===== config.mk =====
export PLATFORM = sky130hd
export DESIGN_NAME = instr_encoder
export DESIGN_NICKNAME = d
export VERILOG_FILES = /design/src/rtl/instr_encoder.sv
export SDC_FILE = /design/constraint.sdc
export NUM_CORES = 1
export LEC_CHECK = 0
export CAP_MARGIN = 10
export CORE_ASPECT_RATIO = 1.1
export CORE_MARGIN = 2
export CORE_UTILIZATION = 40
export DETAILED_ROUTE_END_ITERATION = 16
export PLACE_DENSITY = 0.91
export SLEW_MARGIN = 0
export SYNTH_ARGS = -nofsm -noshare
export SYNTH_HDL_FRONTEND = slang
export SYNTH_SLANG_ARGS = --single-unit

===== constraint.sdc =====
create_clock -name clk -period 2.4 [get_ports clk]
set_input_delay 0.24 -clock clk [delete_from_list [all_inputs] [get_ports clk]]
set_output_delay 0.24 -clock clk [all_outputs]
set_load 0.02 [all_outputs]

===== src/rtl/instr_encoder.sv =====
// instr_encoder: packs decoded instruction fields into 32-bit words and writes them sequentially to instruction memory
module instr_encoder #(
   parameter int OP_CODE_BITS = 6,
   parameter int ADDR_BITS    = 8,
   parameter int DEPTH        = 256
) (
   input  logic                 clk,
   input  logic                 reset,
   input  logic                 start,
   input  logic                 finish,
   input  logic                 in_valid,
   output logic                 in_ready,
   input  logic [OP_CODE_BITS-1:0] opcode,
   input  logic [4:0]           rs,
   input  logic [4:0]           rt,
   input  logic [4:0]           rd,
   input  logic [15:0]          imm,
   input  logic [25:0]          target,
   output logic                 wr_en,
   output logic [ADDR_BITS-1:0] wr_addr,
   output logic [31:0]          wr_data,
   output logic                 busy,
   output logic                 done,
   output logic [ADDR_BITS:0]   word_count,
   output logic                 illegal,
   output logic                 overflow
);
   typedef enum logic [1:0] {IDLE, LOAD, DRAIN, DONE} state_t;
   localparam logic [ADDR_BITS:0] FULL = (ADDR_BITS+1)'(DEPTH);
   localparam logic [ADDR_BITS:0] ONE  = (ADDR_BITS+1)'(1);
   state_t               state_q;
   logic [ADDR_BITS:0]   addr_q;
   logic [ADDR_BITS-1:0] wr_addr_q;
   logic [31:0]          wr_data_q;
   logic [31:0]          enc_d;
   logic [3:0]           lo;
   logic                 wr_en_q, busy_q, done_q, illegal_q, overflow_q;
   logic                 legal, is_i, xfer;
   assign in_ready   = (state_q == LOAD) && (addr_q < FULL);
   assign xfer       = in_valid && in_ready;
   assign wr_en      = wr_en_q;
   assign wr_addr    = wr_addr_q;
   assign wr_data    = wr_data_q;
   assign busy       = busy_q;
   assign done       = done_q;
   assign word_count = addr_q;
   assign illegal    = illegal_q;
   assign overflow   = overflow_q;
   // pack the fields by instruction class; fields a class does not use stay zero
   always_comb begin
      lo    = opcode[3:0];
      legal = ~|opcode[OP_CODE_BITS-1:4];
      is_i  = (lo == 4'd1) || (lo == 4'd3) || ((lo >= 4'd10) && (lo <= 4'd14));
      enc_d = {opcode, (lo == 4'd15) ? target :
                       (lo == 4'd9)  ? {rs, rt, 16'h0000} :
                       is_i          ? {rs, rt, imm} :
                                       {rs, rt, rd, 11'h000}};
   end
   // load sequencer with the one-cycle write stage and sticky error flags
   always_ff @(posedge clk or posedge reset) begin
      if (reset) begin
         state_q    <= IDLE;
         addr_q     <= '0;
         wr_en_q    <= 1'b0;
         wr_addr_q  <= '0;
         wr_data_q  <= '0;
         busy_q     <= 1'b0;
         done_q     <= 1'b0;
         illegal_q  <= 1'b0;
         overflow_q <= 1'b0;
      end else begin
         wr_en_q <= xfer && legal;
         done_q  <= state_q == DRAIN;
         if (xfer && legal) begin
            wr_addr_q <= addr_q[ADDR_BITS-1:0];
            wr_data_q <= enc_d;
            addr_q    <= addr_q + ONE;
         end
         if (xfer && !legal) illegal_q <= 1'b1;
         if ((state_q == LOAD) && in_valid && (addr_q == FULL)) overflow_q <= 1'b1;
         case (state_q)
            IDLE: if (start) begin
               state_q    <= LOAD;
               busy_q     <= 1'b1;
               addr_q     <= '0;
               illegal_q  <= 1'b0;
               overflow_q <= 1'b0;
            end
            LOAD:  if (finish) state_q <= DRAIN;
            DRAIN: state_q <= DONE;
            default: begin
               state_q <= IDLE;
               busy_q  <= 1'b0;
            end
         endcase
      end
   end
endmodule


==> impl_results.md <==
* CTS Root Cell: clkbuf_8
* Clock latency on the worst-skew pair at 310 ps
* Clk sinks at 56
* Die H at 88.2 um
* Count of final max-slew check failures at 0
* HP Class: in2async
* TNS Setup at 0 ps
* Util after Layout at 64.0%
* RSZ-0062 raised after global routing: no
* Wirelength per Cell at 14.6 um
* Ys async rst share at 100%
* Clock skew at 11.3 ps
* Synth warnings at 0
* Cell row count at 30
* I/O pins at 123
* Max-cap check violation count at 0
* # port buffers at 122
* Global-route wire length before repair at 10.4 mm
* Number of flops mapped to enable cells by yosys at 0
* Mapped Avg Cell Area at 10.0 sq um
* Core ar. at 6190 sq um
* Vias in the first global route at 2274
* P_leak at 0.00170 uW
* GPL Wtd Cong at 0.774
* Post-CTS Setup Bufs at 0
* Power per standard cell area at 956 nW/um^2
* DRT Wirelength at 6.65 mm
* Critical path peak fanout at 21
* Min Tclk post-route at 2060 ps
* Seq/Total Area, Yosys at 54.3%
* Worst setup EP type: flop
* Post-CTS Hold Buffers at 0
* Post-synth net total at 330
* Vias post-DR at 2304
* Initial Utilization at 41.6%
* Final Cycle Share at 85.7%
* Antenna Nets Post-Route at 0
* H-tree depth at 2
* ANT cells at 0
* Worst Tran Pin Value at 612 ps
* Total CTS buffers at 5
* Grt ovf at 0
* Layout Nets at 447
* Slew HR at 59.2%
* Final Hold Fails at 0
* Post-route insts no fill at 455
* Crit path kind: reg2reg
* Gate count of the mapped netlist at 257
* Vias per cell at 5.06
* Unique masters post-synth at 36
* Post-synthesis cell area at 2580 sq um
* FMAX at 0.486 GHz
* FF+latch count, synth at 56
* Drc violations at 0
* Layout cells sized above 1 at 5.33%
* Initial antenna violation count at 0
* Post-CTS sizing at 0
* Final Instance Area at 3970 sq um
* Peak VDD IR at 533 uV
* Worst-path clk slew at 90 ps
* GRT Overall Usage at 19.0%
* Worst EP arrival at 2250 ps
* DRT iter0 DRCs at 100
* Outcome: finished clean
* Setup crit start kind: flop
* WP data required at 2590 ps
* Inst Count DP at 447
* Post-synth top flop: dfrtp_1
* Die area at 7110 sq um
* Width of the die at 80.6 um
* Final setup viols at 0
* CTS Buffer Depth at 2
* Area delta synth->final at 53.8%
* Largest net degree at the start of global routing at 48
* Pre-Repair DR Iteration Count at 4
* Dpl cell area at 3840 sq um
* CTS tree: yes
* HPWL Detailed at 5.19 mm
[cell type report]
cell class,count,area [sq um]
fillers,531,2230
flip-flops and latches,56,1400
repair buffers,126,1260
multi-input cells,174,1030
well taps,80,100
clock buffers,7,96.3
inverters,11,41.3
clock inverters,1,30.0
[layer usage]
metal | track usage [%] | vias to the layer above | part of all wire (%)
met5 | 0 | - | 0
li1 | - | 1119 | -
met2 | 34.9 | 83 | 52
met3 | 5.20 | 10 | 7.4
met4 | 6.47 | 0 | 1.3
met1 | 21.2 | 1092 | 39
[state kept, by name, summed over array words and instances (netlist names), 2 cells and up]
register    flops
wr_addr         8
state_q         2
wr_data        32
word_count      9
[placed cells by master, fill, tap and decap left out, drive strengths merged, types with 2 or more instances in the layout]
| cell | Yosys | routed |
|---|---|---|
| a21oi | 6 | 6 |
| a222oi | 5 | 5 |
| nor3 | 3 | 3 |
| clkbuf | 9 | 7 |
| nand4 | 2 | 2 |
| nor2b | 2 | 2 |
| xnor2 | 5 | 5 |
| and2 | 3 | 3 |
| mux2i | 10 | 10 |
| a31oi | 2 | 2 |
| nand2 | 47 | 47 |
| inv | 11 | 11 |
| nor2 | 33 | 33 |
| nor4 | 4 | 4 |
| and3 | 2 | 2 |
| o21ai | 21 | 21 |
| buf | 7 | 4 |
| clkdlybuf4s50 | 0 | 122 |
| a221oi | 12 | 12 |
| dfrtp | 56 | 56 |
| ha | 5 | 5 |
| or2 | 2 | 2 |
[worst max-delay path, cell delays in order (launching register included)]
cell	delay [ps]
dfrtp_1	390
inv_1	100
ha_1	210
nand3b_1	210
or2_2	480
inv_2	320
xnor2_1	160
nor2_1	60
[synthesized netlist by cell type, types with 2 or more instances]
master | number | area, sq um
ha_1 | 5 | 62.6
clkbuf_1 | 8 | 30.0
a21oi_1 | 6 | 30.0
a222oi_1 | 5 | 50.1
nor3_1 | 3 | 15.0
buf_4 | 5 | 37.5
a31oi_1 | 2 | 12.5
nand2_1 | 47 | 176
nor2_1 | 33 | 124
dfrtp_1 | 56 | 1400
mux2i_1 | 10 | 100
xnor2_1 | 5 | 43.8
nor2b_1 | 2 | 12.5
nor4_1 | 4 | 25.0
o21ai_0 | 21 | 105
and2_1 | 3 | 18.8
buf_6 | 2 | 22.5
inv_1 | 10 | 37.5
nand4_1 | 2 | 12.5
a221oi_1 | 10 | 87.6
and3_1 | 2 | 12.5
or2_1 | 2 | 12.5
[logic make-up after synthesis]
logic type / Yosys count / synth area share (%)
AND/OR/NAND/NOR: 102 / 17.1
flip-flops: 56 / 54.3
AO/OA/AOI/OAI: 52 / 14.9
buffers and inverters: 27 / 5.63
multiplexers: 10 / 3.88
XOR/XNOR: 5 / 1.70
adder cells (fa/ha/maj): 5 / 2.43
[metrics by stage]
stage	total power (uW)	setup WS, ps	hold slack, ps
2_1_floorplan	2270	733	345
3_3_place_gp	3100	303	464
3_5_place_dp	3160	282	471
4_1_cts	3830	334	327
5_1_grt	4020	157	366
6_report	3790	343	310
[worst paths after layout]
check	startpoint	to	slack [ps]	depth (start not counted)
max	state_q[1]$_DFFE_PP0P_	word_count[0]$_DFF_PP0_	340	7
min	reset	wr_data[3]$_DFFE_PP0N_	310	2
max reg2reg	state_q[1]$_DFFE_PP0P_	word_count[0]$_DFF_PP0_	340	7
min reg2reg	wr_addr[5]$_DFFE_PP0N_	wr_addr[5]$_DFFE_PP0N_	490	2
max in group asynchronous	reset	wr_addr[4]$_DFFE_PP0N_	1520	3
min in group clk	wr_addr[5]$_DFFE_PP0N_	wr_addr[5]$_DFFE_PP0N_	490	2
[power breakdown]
part | total, uW | internal [uW] | switching (uW)
Clock | 664 | 368 | 295
Sequential | 1440 | 1260 | 183
Combinational | 1690 | 819 | 869
(Power assumes the default switching activity.)
